--- src/rtl/pin_pkg.sv ---
// Shared types and constants for the PIN issuer: FSM states, default PIN width,
// and the Galois LFSR step for x^10 + x^7 + 1.
package pin_pkg;

    localparam int          PIN_W_DEF = 10;
    localparam int          LFSR_W    = 10;
    localparam logic [9:0]  LFSR_TAPS = 10'h240;

    typedef enum logic [1:0] {
        IDLE  = 2'd0,
        GEN   = 2'd1,
        SHOW  = 2'd2,
        ARMED = 2'd3
    } state_e;

    // Right-shifting Galois form; the feedback bit folds into taps 9 and 6.
    function automatic logic [LFSR_W-1:0] lfsr_step(input logic [LFSR_W-1:0] s);
        logic [LFSR_W-1:0] fb;
        fb = s[0] ? LFSR_TAPS : '0;
        return {1'b0, s[LFSR_W-1:1]} ^ fb;
    endfunction

endpackage

--- src/rtl/sec_tick_gen.sv ---
// Display-tick divider: counts 0..TICK_DIV-1 while enabled and emits a registered
// one-cycle tick after each wrap. With BLINK_WARN_EN defined it also flags the second half of each tick.
module sec_tick_gen
    import pin_pkg::*;
#(
    parameter int TICK_DIV = 50_000_000
) (
    input  logic clk,
    input  logic resetn,
    input  logic clr_i,
    input  logic en_i,
    output logic tick_o,
    output logic blank_o
);

    localparam int                DIV_W    = $clog2(TICK_DIV);
    localparam logic [DIV_W-1:0]  DIV_LAST = DIV_W'(TICK_DIV - 1);
    localparam logic [DIV_W-1:0]  DIV_HALF = DIV_W'(TICK_DIV / 2);

    logic [DIV_W-1:0] div_q;
    logic [DIV_W-1:0] div_d;
    logic             tick_q;
    logic             tick_d;

    always_comb begin
        div_d  = div_q;
        tick_d = 1'b0;
        if (clr_i) begin
            div_d = '0;
        end else if (en_i) begin
            if (div_q == DIV_LAST) begin
                div_d  = '0;
                tick_d = 1'b1;
            end else begin
                div_d = div_q + DIV_W'(1);
            end
        end
    end

    always_ff @(posedge clk or negedge resetn) begin
        if (!resetn) begin
            div_q  <= '0;
            tick_q <= 1'b0;
        end else begin
            div_q  <= div_d;
            tick_q <= tick_d;
        end
    end

    assign tick_o = tick_q;

`ifdef BLINK_WARN_EN
    assign blank_o = en_i && (div_q >= DIV_HALF);
`else
    assign blank_o = 1'b0;
`endif

endmodule

--- src/rtl/pin_issuer.sv ---
// Issuing side of the PIN exchange: draws a PIN from a free-running LFSR, shows it
// for SHOW_TICKS display ticks, then holds it valid until acknowledged. Optional BLINK_WARN_EN.
module pin_issuer
    import pin_pkg::*;
#(
    parameter int          PIN_W      = PIN_W_DEF,
    parameter int          TICK_DIV   = 50_000_000,
    parameter int          SHOW_TICKS = 12,
    parameter logic [9:0]  LFSR_SEED  = 10'h2A5
) (
    input  logic             clk,
    input  logic             resetn,
    input  logic             start,
    input  logic             abort,
    input  logic             pin_ack,
    output logic [PIN_W-1:0] led,
    output logic [PIN_W-1:0] pin,
    output logic             pin_valid,
    output logic             busy,
    output logic [3:0]       secs_left
);

    state_e             state_q;
    state_e             state_d;
    logic [LFSR_W-1:0]  lfsr_q;
    logic [PIN_W-1:0]   pin_q;
    logic [PIN_W-1:0]   pin_d;
    logic [PIN_W-1:0]   led_q;
    logic [PIN_W-1:0]   led_d;
    logic [3:0]         secs_q;
    logic [3:0]         secs_d;
    logic [PIN_W-1:0]   show_led;
    logic               tick;
    logic               blank;

    sec_tick_gen #(
        .TICK_DIV (TICK_DIV)
    ) u_tick (
        .clk     (clk),
        .resetn  (resetn),
        .clr_i   ((state_q == GEN) || abort),
        .en_i    (state_q == SHOW),
        .tick_o  (tick),
        .blank_o (blank)
    );

    // Warning blink only applies during the last three ticks of the display window.
    assign show_led = (blank && (secs_q <= 4'd3)) ? '0 : pin_q;

    always_comb begin
        state_d = state_q;
        pin_d   = pin_q;
        led_d   = led_q;
        secs_d  = secs_q;
        unique case (state_q)
            IDLE: begin
                led_d  = '0;
                secs_d = 4'd0;
                if (start) begin
                    state_d = GEN;
                    pin_d   = PIN_W'(lfsr_q);
                end
            end
            GEN: begin
                led_d   = '0;
                secs_d  = 4'(SHOW_TICKS);
                state_d = (SHOW_TICKS == 0) ? ARMED : SHOW;
            end
            SHOW: begin
                led_d = show_led;
                if (tick && (secs_q != 4'd0)) begin
                    secs_d = secs_q - 4'd1;
                    if (secs_q == 4'd1) begin
                        led_d   = '0;
                        state_d = ARMED;
                    end
                end
            end
            ARMED: begin
                led_d = '0;
                if (pin_ack) begin
                    state_d = IDLE;
                end
            end
            default: begin
                state_d = IDLE;
                led_d   = '0;
                secs_d  = 4'd0;
            end
        endcase
        // Abort wins over everything but leaves the last PIN readable.
        if (abort) begin
            state_d = IDLE;
            led_d   = '0;
            secs_d  = 4'd0;
            pin_d   = pin_q;
        end
    end

    always_ff @(posedge clk or negedge resetn) begin
        if (!resetn) begin
            state_q <= IDLE;
            lfsr_q  <= LFSR_SEED;
            pin_q   <= '0;
            led_q   <= '0;
            secs_q  <= 4'd0;
        end else begin
            state_q <= state_d;
            lfsr_q  <= lfsr_step(lfsr_q);
            pin_q   <= pin_d;
            led_q   <= led_d;
            secs_q  <= secs_d;
        end
    end

    assign led       = led_q;
    assign pin       = pin_q;
    assign pin_valid = (state_q == ARMED);
    assign busy      = (state_q != IDLE);
    assign secs_left = secs_q;

endmodule
--- config.mk ---
export PLATFORM = sky130hd
export DESIGN_NAME = pin_issuer
export DESIGN_NICKNAME = d
export VERILOG_FILES = /design/src/rtl/pin_pkg.sv /design/src/rtl/sec_tick_gen.sv /design/src/rtl/pin_issuer.sv
export SDC_FILE = /design/constraint.sdc
export NUM_CORES = 1
export LEC_CHECK = 0
export CAP_MARGIN = 10
export CORE_AREA = 3 3 87 89
export DETAILED_ROUTE_END_ITERATION = 6
export DIE_AREA = 0 0 90 92
export PLACE_DENSITY_LB_ADDON = 0.12
export SLEW_MARGIN = 20
export SYNTH_ARGS = -nofsm -noshare
export SYNTH_HDL_FRONTEND = slang
export SYNTH_SLANG_ARGS = --single-unit
--- constraint.sdc ---
create_clock -name clk -period 3.3 [get_ports clk]
set_input_delay 0.66 -clock clk [delete_from_list [all_inputs] [get_ports clk]]
set_output_delay 0.66 -clock clk [all_outputs]
set_load 0.01 [all_outputs]
==> out/qor.csv, run 1 <==
stage,metric,value,unit
floorplanning,core_area,6830,um2
timing,finalCritPeriodShare,0.786,
floorplanning,fp-row-count,30,
route,finalWirelength,6800,um
cells_and_area,final_cell_mix,"dfrtp_1, clkdlybuf4s50_1, nor2_1, nand2_1, o21ai_0",
global_routing,grt_pass1_wl,11800,um
timing,slew_headroom,0.472,
power_and_ir_drop,power_switching,590,uW
logic_synthesis,synthCells,286,
cells_and_area,nFillCells,632,
power_and_ir_drop,p_leak,0.00154,uW
route,drtPass1Iterations,4,
placed_design,routabilityCongestion,0.898,
logic_synthesis,synth.distinct_cells,54,
power_and_ir_drop,clockPowerShare,0.361,
critical_path,r2r_setup_slack,710,ps
critical_path,regToRegStartpoint,u_tick.div_q[10]$_DFFE_PN0P_,
timing,fmax,0.386,GHz
critical_path,crit_arrival,2800,ps
timing,fin_crit,2590,ps
clocking,clock_latency,330,ps
logic_synthesis,synth_nets,300,
logic_synthesis,synth_edf_count,0,
power_and_ir_drop,switching_share,0.311,
cells_and_area,multi_input_area,1380,um2
clocking,post-cts-setup-buffers,0,
min_path,min_path_type,flop to flop,
floorplanning,die_x,90,um
global_routing,grt_overflow,0,
power_and_ir_drop,vdd_ir_drop_max,246,uV
cells_and_area,syn2layout_area_growth,19.8,%
floorplanning,chipHeight,92,um
cells_and_area,drive_above_1_share,0.145,
critical_path,crit_start,u_tick.div_q[10]$_DFFE_PN0P_,
logic_synthesis,yosysSeqAreaShare,0.519,
route,drtAntennaViolNets,0,
clocking,cts_tree,done,
logic_synthesis,synth_warnings,0,
critical_path,crit_path_end_kind,flop,
logic_synthesis,synth-seq-cells,63,
logic_synthesis,netlist.area_leader.share,0.476,
status,status,"complete, no violations",
power_and_ir_drop,p_int,1310,uW
floorplanning,ios,31,
flow_run,maxCapViolCount,0,
critical_path,crit_end,u_tick.div_q[5]$_DFFE_PN0P_,
route,first_iter_violations,139,
timing,tightest_slew,791,ps
clocking,path_clk_slew,80,ps
logic_synthesis,yosysTopAreaCell,dfrtp_1,
timing,finalSetupViolations,0,
critical_path,reg2reg_depth,5,
global_routing,antenna_found_initial,0,
floorplanning,dieArea,8280,um2
timing,fin_skew,10.4,ps
route,route.detailed.drc,0,
clocking,clockBufferDepth,2,
clocking,cts_root_buffer,clkbuf_8,
placed_design,dp_hpwl,4590,um
timing,hold_violations,0,
timing,timing.hold.ws,369,ps
floorplanning,start_util,0.446,
power_and_ir_drop,combPwrFrac,0.205,
power_and_ir_drop,seq_power_share,0.434,
cells_and_area,regArea,1580,um2
route,viasPerCell,5.54,
power_and_ir_drop,power-per-cell-area,520,nW/um2
logic_synthesis,avgSynthCellArea,10.7,um2
timing,rsz0062_at_grt,false,
cells_and_area,diodes,0,
global_routing,grt_max_degree,64,
clocking,numCtsBuffers,9,
cells_and_area,final_common_cell,dfrtp_1,
logic_synthesis,async_flop_share,1.00,
clocking,hold_buffers,0,
route,wl_per_cell,16.2,um
timing,final.setup.tns,0,ps
critical_path,cp.required,3510,ps
clocking,cts_sinks,63,
critical_path,critical_path_class,flop to flop,
timing,finalMaxSlewViolations,0,
clocking,cts-resized-gates,0,
global_routing,grt_pass1_vias,2340,
logic_synthesis,synthFlopType,dfrtp_1,
critical_path,rr_endpoint,u_tick.div_q[5]$_DFFE_PN0P_,
global_routing,grt_usage,0.178,
clocking,cts_max_level,3,
placed_design,portBuffers,30,
route,vias,2327,
critical_path,start_kind,flop,
logic_synthesis,netlist_top_cells_area,"dfrtp_1, dfstp_2, mux2_2",
critical_path,critPathMaxFanout,7,
cells_and_area,nNetsFinal,333,
logic_synthesis,syn_area,3050,um2
power by group through the flow:
stage	combinational (uW)	sequential (uW)	clock, uW
CTS	398	824	712
finish	390	823	685
global placement	390	837	0
global route	439	828	740
floorplan	249	837	0
detailed placement	397	838	0
cell usage after synthesis (7+ instances only):
cell type   n
dfrtp_1    58
nand2_1    18
nor2_1     18
o21ai_0    15
a21oi_1    12
inv_1      11
mux2_2     11
nand4_1    11
and2_1     10
clkbuf_1   10
nor3_1     10
ha_1        9
or4_1       8
nand3_1     7
nor4_1      7
layer usage:
metal	track usage	up-vias	wire length, um
li1	-	1114	-
met1	0.249	1153	3280
met2	0.264	53	3190
met3	0.0427	7	278
met4	0.0765	0	56
met5	0	-	0
metrics by stage:
step            util  instances  total power, uW  setup WS, ps  cell area [um2]
2_1_floorplan      -        286             1090          1000             3050
3_3_place_gp   0.504        404             1230           706             3440
3_5_place_dp   0.504        404             1240           705             3440
4_1_cts        0.534        420             1930           690             3650
5_1_grt        0.534        420             2010           590             3650
6_report       0.534        420             1900           707             3650
cell families after synthesis:
logic type / Yosys count / synth area share
AO/OA/AOI/OAI: 51 / 0.111
XOR/XNOR: 8 / 0.0230
adder cells (fa/ha/maj): 9 / 0.0369
buffers and inverters: 22 / 0.0275
flip-flops: 63 / 0.519
multiplexers: 12 / 0.0439
AND/OR/NAND/NOR: 121 / 0.239
state kept, by name (all words and copies together), names as in the netlist:
signal / count
u_tick.div_q: 26
led: 10
lfsr_q: 10
pin: 10
secs_left: 4
state_q: 2
u_tick.tick_o: 1
worst max-delay path: stages, from the launching register on:
cell and delay [ps]:
dfrtp_1 440, or4b_1 550, or2_1 290, or4_1 740, o21ai_2 350, nor2_1 90
worst min path at each step:
stage	from	slack [ps]	to	depth (start not counted)
after floorplan	lfsr_q[4]$_DFF_PN0_	350	lfsr_q[3]$_DFF_PN0_	0
after CTS	lfsr_q[0]$_DFF_PN1_	380	lfsr_q[9]$_DFF_PN1_	0
after global placement	lfsr_q[3]$_DFF_PN0_	360	lfsr_q[2]$_DFF_PN1_	0
final	lfsr_q[0]$_DFF_PN1_	370	lfsr_q[9]$_DFF_PN1_	0
after detailed placement	lfsr_q[4]$_DFF_PN0_	360	lfsr_q[3]$_DFF_PN0_	0
after global routing	lfsr_q[0]$_DFF_PN1_	380	lfsr_q[9]$_DFF_PN1_	0
area by class of cell:
cell class | instances | area share
clock buffers | 10 | 0.0377
inverters | 11 | 0.0113
repair buffers | 33 | 0.0870
clock inverters | 6 | 0.0192
multi-input cells | 201 | 0.378
flip-flops and latches | 63 | 0.434
well taps | 96 | 0.0329
(Power assumes the default switching activity.)
==> run 2: changes to the inputs <==
Clock period 3.3 ns to 2.7 ns, I/O delays scaled along.
==> out/qor.csv, run 2 (same netlist as run 1, synthesis figures left out) <==
stage,metric,value,unit,change
clocking,clock_latency,340,ps,was 330 ps
power_and_ir_drop,p_leak,0.00158,uW,was 0.00154 uW
timing,hold_violations,0,,unchanged
power_and_ir_drop,vdd_ir_drop_max,333,uV,was 246 uV
timing,finalMaxSlewViolations,0,,unchanged
cells_and_area,nFillCells,614,,was 632
clocking,cts_tree,done,,unchanged
floorplanning,ios,31,,unchanged
clocking,cts_max_level,3,,unchanged
cells_and_area,drive_above_1_share,0.171,,was 0.145
route,first_iter_violations,233,,was 139
clocking,clockBufferDepth,2,,unchanged
clocking,cts_sinks,63,,unchanged
floorplanning,dieArea,8280,um2,unchanged
placed_design,portBuffers,30,,unchanged
global_routing,grt_max_degree,64,,unchanged
floorplanning,chipHeight,92,um,unchanged
cells_and_area,final_cell_mix,"dfrtp_1, clkdlybuf4s50_1, nor2_1, nand2_1, o21ai_0",,unchanged
global_routing,grt_pass1_vias,2416,,"was 2,340"
clocking,cts_root_buffer,clkbuf_8,,unchanged
route,viasPerCell,5.60,,was 5.54
cells_and_area,largest_register_ffs,26,,unchanged
timing,rsz0062_at_grt,false,,unchanged
route,finalWirelength,7080,um,was 6800 um
clocking,post-cts-setup-buffers,0,,unchanged
critical_path,crit_path_end_kind,flop,,unchanged
route,route.detailed.drc,0,,unchanged
route,wl_per_cell,16.5,um,was 16.2 um
status,status,"complete, no violations",,unchanged
clocking,hold_buffers,0,,unchanged
timing,fmax,0.396,GHz,was 0.386 GHz
floorplanning,fp-row-count,30,,unchanged
critical_path,cp.required,2920,ps,was 3510 ps
timing,slew_headroom,0.471,,was 0.472
critical_path,r2r_setup_slack,180,ps,was 710 ps
floorplanning,start_util,0.446,,unchanged
global_routing,antenna_found_initial,0,,unchanged
placed_design,routabilityCongestion,0.918,,was 0.898
cells_and_area,max_flop_register,u_tick.div_q,,unchanged
clocking,path_clk_slew,80,ps,about the same
timing,finalCritPeriodShare,0.934,,was 0.786
route,vias,2406,,"was 2,327"
critical_path,crit_arrival,2740,ps,was 2800 ps
cells_and_area,utilization,0.541,,was 0.534
clocking,numCtsBuffers,9,,unchanged
min_path,min_path_type,input port to async pin,,was flop to flop
placed_design,dp_hpwl,4860,um,was 4590 um
route,drtPass1Iterations,4,,unchanged
timing,tightest_slew,793,ps,was 791 ps
global_routing,grt_pass1_wl,12200,um,"was 11,800 um"
cells_and_area,final_common_cell,dfrtp_1,,unchanged
critical_path,critical_path_class,flop to flop,,unchanged
cells_and_area,diodes,0,,unchanged
timing,fin_skew,7.33,ps,was 10.4 ps
global_routing,grt_usage,0.187,,was 0.178
timing,finalSetupViolations,0,,unchanged
global_routing,grt_overflow,0,,unchanged
timing,fin_crit,2520,ps,was 2590 ps
clocking,cts-resized-gates,0,,unchanged
cells_and_area,nNetsFinal,343,,was 333
floorplanning,core_area,6830,um2,unchanged
timing,final.setup.tns,0,ps,unchanged
cells_and_area,syn2layout_area_growth,21.3,%,was 19.8%
floorplanning,die_x,90,um,unchanged
power_and_ir_drop,power-per-cell-area,613,nW/um2,was 520 nW/um2
critical_path,critPathMaxFanout,7,,unchanged
flow_run,maxCapViolCount,0,,unchanged
route,drtAntennaViolNets,0,,unchanged
critical_path,start_kind,flop,,unchanged
run 2: power breakdown:
part           internal (uW)  total (uW)  switching, uW  leakage (uW)
registers                971        1010           35.8      0.000860
clock network            342         757            415     0.0000902
logic                    196         501            305      0.000633
run 2: final timing paths:
check	cells past startpoint	end	startpoint
min in group clk	0	lfsr_q[3]$_DFF_PN0_	lfsr_q[4]$_DFF_PN0_
min	2	u_tick.div_q[23]$_DFFE_PN0P_	resetn
min reg2reg	0	lfsr_q[3]$_DFF_PN0_	lfsr_q[4]$_DFF_PN0_
max	5	u_tick.div_q[17]$_DFFE_PN0P_	u_tick.div_q[10]$_DFFE_PN0P_
max in group asynchronous	2	u_tick.div_q[17]$_DFFE_PN0P_	resetn
max reg2reg	5	u_tick.div_q[17]$_DFFE_PN0P_	u_tick.div_q[10]$_DFFE_PN0P_
run 2: worst max-delay path, cell delays in order (launching register included):
cell and delay, ps:
dfrtp_1 440, or4b_1 550, or2_1 280, or4_1 700
o21ai_2 340, nor2_1 80
run 2: layout make-up:
type	count	area, um2	area share
inverter	11	41.3	0.0112
sequential	63	1580	0.428
tap	96	120	0.0325
multi-input combinational	201	1380	0.373
timing repair buffer	43	393	0.106
clock buffer	9	124	0.0335
clock inverter	7	56.3	0.0152
run 2: through the flow:
step | cells | setup slack, ps | power [uW] | hold slack [ps] | instance area [um2]
floorplan | 286 | 401 | 1330 | 244 | 3050
global placement | 414 | 232 | 1520 | 357 | 3520
detailed placement | 414 | 204 | 1530 | 360 | 3520
CTS | 430 | 198 | 2300 | 378 | 3700
global route | 430 | 59.4 | 2400 | 391 | 3700
finish | 430 | 177 | 2270 | 354 | 3700
run 2: per-layer routing:
metal,up-vias,share of wire,global-route usage
li1,1143,-,-
met1,1187,0.46,0.253
met2,65,0.48,0.274
met3,11,0.048,0.0517
met4,0,0.016,0.0982
met5,-,0,0
